$ cat src/rtl/nco_sweep_ctrl.sv
// NCO frequency-sweep controller: steps phase_inc from start to stop (inclusive),
// holding each value for a programmable dwell, with single-shot or repeating sweeps.
//
// state | meaning
// IDLE  | waiting for a configuration; cfg_ready high
// PRIME | one cycle with nco_rst high; loads the dwell counter
// DWELL | holding phase_inc; stepping on dwell-counter terminal count
module nco_sweep_ctrl #(
    parameter int PHASE_ACC_BITS = 24,
    parameter int DWELL_BITS     = 16,
    parameter int CNT_BITS       = 16
) (
    input  logic                      clk,
    input  logic                      rst,
    input  logic                      cfg_valid,
    output logic                      cfg_ready,
    input  logic [PHASE_ACC_BITS-2:0] cfg_start_inc,
    input  logic [PHASE_ACC_BITS-2:0] cfg_stop_inc,
    input  logic [PHASE_ACC_BITS-2:0] cfg_step,
    input  logic [DWELL_BITS-1:0]     cfg_dwell,
    input  logic                      cfg_repeat,
    input  logic                      abort,
    output logic [PHASE_ACC_BITS-2:0] phase_inc,
    output logic                      nco_rst,
    output logic                      busy,
    output logic                      done,
    output logic                      aborted,
    output logic [CNT_BITS-1:0]       sweep_cnt
);

    localparam int IW = PHASE_ACC_BITS - 1;

    localparam logic [1:0] S_IDLE  = 2'd0;
    localparam logic [1:0] S_PRIME = 2'd1;
    localparam logic [1:0] S_DWELL = 2'd2;

    localparam logic [DWELL_BITS-1:0] DW_ONE  = DWELL_BITS'(1);
    localparam logic [CNT_BITS-1:0]   CNT_ONE = CNT_BITS'(1);

    logic [1:0]            state;
    logic [IW-1:0]         start_r;
    logic [IW-1:0]         stop_r;
    logic [IW-1:0]         step_r;
    logic [DWELL_BITS-1:0] dwell_r;
    logic                  repeat_r;
    logic [DWELL_BITS-1:0] dwell_cnt;

    logic [DWELL_BITS-1:0] dwell_reload;
    logic [IW:0]           next_sum;
    logic [IW-1:0]         next_inc;

    // A dwell of zero behaves as a dwell of one.
    assign dwell_reload = (dwell_r == '0) ? '0 : (dwell_r - DW_ONE);

    // One extra bit keeps the carry so an overflowing step still clamps to stop.
    assign next_sum = {1'b0, phase_inc} + {1'b0, step_r};
    assign next_inc = (next_sum > {1'b0, stop_r}) ? stop_r : next_sum[IW-1:0];

    assign cfg_ready = (state == S_IDLE);
    assign busy      = (state != S_IDLE);

    always_ff @(posedge clk or negedge rst) begin
        if (!rst) begin
            state     <= S_IDLE;
            start_r   <= '0;
            stop_r    <= '0;
            step_r    <= '0;
            dwell_r   <= '0;
            repeat_r  <= 1'b0;
            dwell_cnt <= '0;
            phase_inc <= '0;
            nco_rst   <= 1'b0;
            done      <= 1'b0;
            aborted   <= 1'b0;
            sweep_cnt <= '0;
        end else begin
            done    <= 1'b0;
            aborted <= 1'b0;
            case (state)
                S_IDLE: begin
                    if (cfg_valid) begin
                        start_r   <= cfg_start_inc;
                        stop_r    <= cfg_stop_inc;
                        step_r    <= cfg_step;
                        dwell_r   <= cfg_dwell;
                        repeat_r  <= cfg_repeat;
                        phase_inc <= cfg_start_inc;
                        nco_rst   <= 1'b1;
                        sweep_cnt <= '0;
                        state     <= S_PRIME;
                    end
                end
                S_PRIME: begin
                    if (abort) begin
                        phase_inc <= '0;
                        nco_rst   <= 1'b0;
                        aborted   <= 1'b1;
                        state     <= S_IDLE;
                    end else begin
                        nco_rst   <= 1'b0;
                        dwell_cnt <= dwell_reload;
                        state     <= S_DWELL;
                    end
                end
                S_DWELL: begin
                    // Abort takes priority over a coincident completion.
                    if (abort) begin
                        phase_inc <= '0;
                        nco_rst   <= 1'b0;
                        aborted   <= 1'b1;
                        state     <= S_IDLE;
                    end else if (dwell_cnt != '0) begin
                        dwell_cnt <= dwell_cnt - DW_ONE;
                    end else if ((phase_inc < stop_r) && (step_r != '0)) begin
                        phase_inc <= next_inc;
                        dwell_cnt <= dwell_reload;
                    end else begin
                        sweep_cnt <= sweep_cnt + CNT_ONE;
                        if (repeat_r) begin
                            phase_inc <= start_r;
                            dwell_cnt <= dwell_reload;
                        end else begin
                            done  <= 1'b1;
                            state <= S_IDLE;
                        end
                    end
                end
                default: state <= S_IDLE;
            endcase
        end
    end

endmodule

$ cat config.mk
export PLATFORM = sky130hd
export DESIGN_NAME = nco_sweep_ctrl
export DESIGN_NICKNAME = d
export VERILOG_FILES = /design/src/rtl/nco_sweep_ctrl.sv
export SDC_FILE = /design/constraint.sdc
export NUM_CORES = 1
export LEC_CHECK = 0
export ABC_AREA = 1
export CAP_MARGIN = 20
export CORE_ASPECT_RATIO = 1.4
export CORE_MARGIN = 5
export CORE_UTILIZATION = 29
export CTS_BUF_LIST = sky130_fd_sc_hd__clkbuf_4
export DETAILED_ROUTE_END_ITERATION = 10
export GPL_ROUTABILITY_DRIVEN = 0
export PLACE_DENSITY = 0.59
export RECOVER_POWER = 50
export SYNTH_ARGS = -nofsm -noshare
export SYNTH_HDL_FRONTEND = slang
export SYNTH_SLANG_ARGS = --single-unit
$ cat constraint.sdc
create_clock -name clk -period 4.7 [get_ports clk]
set_clock_uncertainty 0.15 [all_clocks]
set_input_delay 0.94 -clock clk [delete_from_list [all_inputs] [get_ports clk]]
set_output_delay 0.94 -clock clk [all_outputs]
set_load 0.005 [all_outputs]
==> impl_metrics.json <==
{
  "grtUsageMet2_pct": 30.1,
  "fin_crit_ps": 4230,
  "synth_nets": 1519,
  "reg2reg_depth": 28,
  "critPathArrivalTime_ps": 4580,
  "core_area_mm2": 0.0340,
  "drtIter0Drc": 531,
  "min_from": "start_r[17]$_DFFE_PN0P_",
  "use_met1_pct": 18.5,
  "wire_per_inst_um": 16.3,
  "ys.warnings.count": 0,
  "r2r-start": "phase_inc[0]$_DFFE_PN0P_",
  "yosysMostFrequentCell": "nand2_1",
  "top_usage_layer": "met2",
  "holdPathStages": 2,
  "synth_ff_type": "dfrtp_1",
  "slew_headroom_pct": -59.3,
  "h-tree-depth": 4,
  "rsz0062_at_grt": "no",
  "yosys_register_bits": 146,
  "synth-edff-count": 0,
  "drive_gt1_share_pct": 6.53,
  "instances_no_fill": 1938,
  "syn2layout_area_growth_pct": 21.2,
  "die_area_mm2": 0.0383,
  "synthDistinctLibCells": 41,
  "drc": 0,
  "hold_path.class": "reg2reg",
  "synth_top_area_share_pct": 36.6,
  "crit_path_end_kind": "flop",
  "fin_setup_tns_ps": 0,
  "vias_per_cell": 4.84,
  "cts_tree": "done",
  "tightest_slew_ps": 2390,
  "netlist_instances": 1352,
  "setup_viol": 0,
  "use_met3_pct": 2.74,
  "cts.clk_slew.worst_paths_ps": 120,
  "numClockSinks": 146,
  "synth_area_mm2": 0.00999,
  "synth_area_leader_cell": "dfrtp_1",
  "critPathMaxStageDelay_ps": 440,
  "pre_cts_ws_ps": 576,
  "violations": "capacitance limit, slew limit",
  "ys_seq_area_share_pct": 36.6,
  "cts_max_path_buffers": 2,
  "ios": 134,
  "timing.rr.end": "phase_inc[10]$_DFFE_PN0P_",
  "die_h_um": 230,
  "rows": 80,
  "dp_cells": 1905,
  "synth-async-reset-ratio_pct": 100,
  "drv_slew": 201,
  "cts_hold_buffers": 0,
  "via_count": 9382,
  "maxCapViolations": 3,
  "cts_root_buf": "clkbuf_4",
  "crit_type": "reg2reg",
  "status": "complete, but fails checks",
  "initial_core_util_pct": 29.3,
  "ys_top_cells_by_count": "260 x nand2_1, 249 x nor2_1, 146 x dfrtp_1, 146 x inv_1, 114 x a21oi_1",
  "fillers": 3627,
  "crit_fanout": 23,
  "fp.dieW_um": 167,
  "clk_latency_ps": 600,
  "r2r_slack_ps": 470,
  "postCtsSetupRepairBufs": 0,
  "portBuffers": 133,
  "dpl.hpwl_mm": 24.6,
  "firstDrtPassIters": 6,
  "max_freq_ghz": 0.237,
  "grt_pass1_wl_mm": 49.8,
  "wl_mm": 31.7,
  "grt_overflow": 0,
  "critical_path.startpoint_type": "flop",
  "layout_setup_ws_ps": 472,
  "slowest_stage": "dfrtp_1",
  "nets": 1640,
  "hold_violations": 0,
  "required_ps": 5050,
  "ys_top_cells_by_area": "dfrtp_1 37%, nand2_1 9.8%, ha_1 9.5%, nor2_1 9.4%, a21oi_1 5.7%",
  "grt_max_degree": 92,
  "cts_resized": 0,
  "holdPathEnd": "start_r[17]$_DFFE_PN0P_",
  "grtUsageTotal_pct": 16.2,
  "timing.final.crit_share_pct": 90.0,
  "grt_pass1_vias": 9353,
  "antenna_found_initial": 1,
  "drtAntennaViolNets": 0,
  "cts_inserted_buffers": 17,
  "synth.avg_cell_area_um2": 7.39,
  "cp_common_cell": "nand2_1"
}
## metal layers
| metal | routed length (µm) | vias up |
|---|---|---|
| li1 | - | 4632 |
| met4 | 1120 | 0 |
| met5 | 0 | - |
| met1 | 12600 | 4417 |
| met2 | 16700 | 263 |
| met3 | 1250 | 70 |
## state kept, by name, summed over array words and instances (netlist names), 2 cells and up
register,count
sweep_cnt,16
start_r,23
state,2
phase_inc,23
dwell_r,16
dwell_cnt,16
step_r,23
stop_r,23
## cells in the final DEF (no fill, tap or decap), types with 3 or more instances in the layout
cell | netlist | final
nand2_1 | 260 | 260
nor2_1 | 249 | 249
inv_1 | 146 | 146
dfrtp_1 | 146 | 146
clkdlybuf4s50_1 | 0 | 132
a21oi_1 | 114 | 114
nand3_1 | 105 | 105
ha_1 | 76 | 76
o21ai_0 | 52 | 52
xor2_1 | 36 | 36
mux2_2 | 31 | 31
clkbuf_4 | 0 | 17
nand4_1 | 15 | 15
xnor2_1 | 10 | 10
nor3_1 | 10 | 10
o22ai_1 | 10 | 10
buf_4 | 3 | 9
nand2_2 | 6 | 6
o21bai_1 | 5 | 5
nor4_1 | 5 | 5
clkinv_2 | 0 | 5
bufinv_16 | 0 | 5
a21o_1 | 4 | 4
nor2_2 | 4 | 4
inv_2 | 3 | 3
nand3b_1 | 3 | 3
## logic make-up (layout without fill, tap and decap cells)
| logic type | count (synthesis) | count (layout) | share of synthesized area (%) |
|---|---|---|---|
| and+or+nand+nor | 669 | 669 | 28.4 |
| AOI/OAI and AO/OA | 192 | 192 | 10.1 |
| buffers and inverters | 191 | 325 | 7.69 |
| DFF | 146 | 146 | 36.6 |
| adders and majority gates | 77 | 77 | 9.72 |
| xor gates and xnor gates | 46 | 46 | 4.03 |
| muxes | 31 | 31 | 3.50 |
| other | 0 | 1 | 0 |
## worst max-delay path by stage
stage | startpoint | end | slack (ps) | cells past startpoint
detailed placement | phase_inc[0]$_DFFE_PN0P_ | phase_inc[10]$_DFFE_PN0P_ | 580 | 20
CTS | phase_inc[0]$_DFFE_PN0P_ | phase_inc[5]$_DFFE_PN0P_ | 530 | 20
global route | phase_inc[0]$_DFFE_PN0P_ | phase_inc[1]$_DFFE_PN0P_ | 130 | 20
global placement | phase_inc[9]$_DFFE_PN0P_ | phase_inc[0]$_DFFE_PN0P_ | 660 | 16
finish | phase_inc[0]$_DFFE_PN0P_ | phase_inc[10]$_DFFE_PN0P_ | 470 | 28
floorplan | phase_inc[0]$_DFFE_PN0P_ | phase_inc[10]$_DFFE_PN0P_ | 1250 | 29
## critical path: cells and delay by family (launching register included)
family                   cells  cell delay, ps
AO/OA/AOI/OAI                2             340
adder cells (fa/ha/maj)      3            1060
buffers and inverters        1              40
flip-flops                   1             440
AND/OR/NAND/NOR             22            2100
## stage by stage
step	util [%]	instance area (µm²)	hold slack, ps
after CTS	35.6	12100	271
after detailed placement	34.6	11800	329
final	35.6	12100	355
after global placement	34.6	11800	319
after floorplan	-	9990	304
after global routing	35.6	12100	378
## cell type report
cell class              count  area, µm²  area share, %
repair buffers            144       1420           11.7
clock buffers              17        128           1.05
multi-input cells        1015       5570           46.0
well taps                 451        564           4.66
flip-flops and latches    146       3650           30.2
inverters                 149        559           4.62
diodes                      1       2.50         0.0207
clock inverters            15        211           1.75
Power is not shown: default switching activity piles up to over one toggle a cycle in this logic, so the estimate is an artifact.
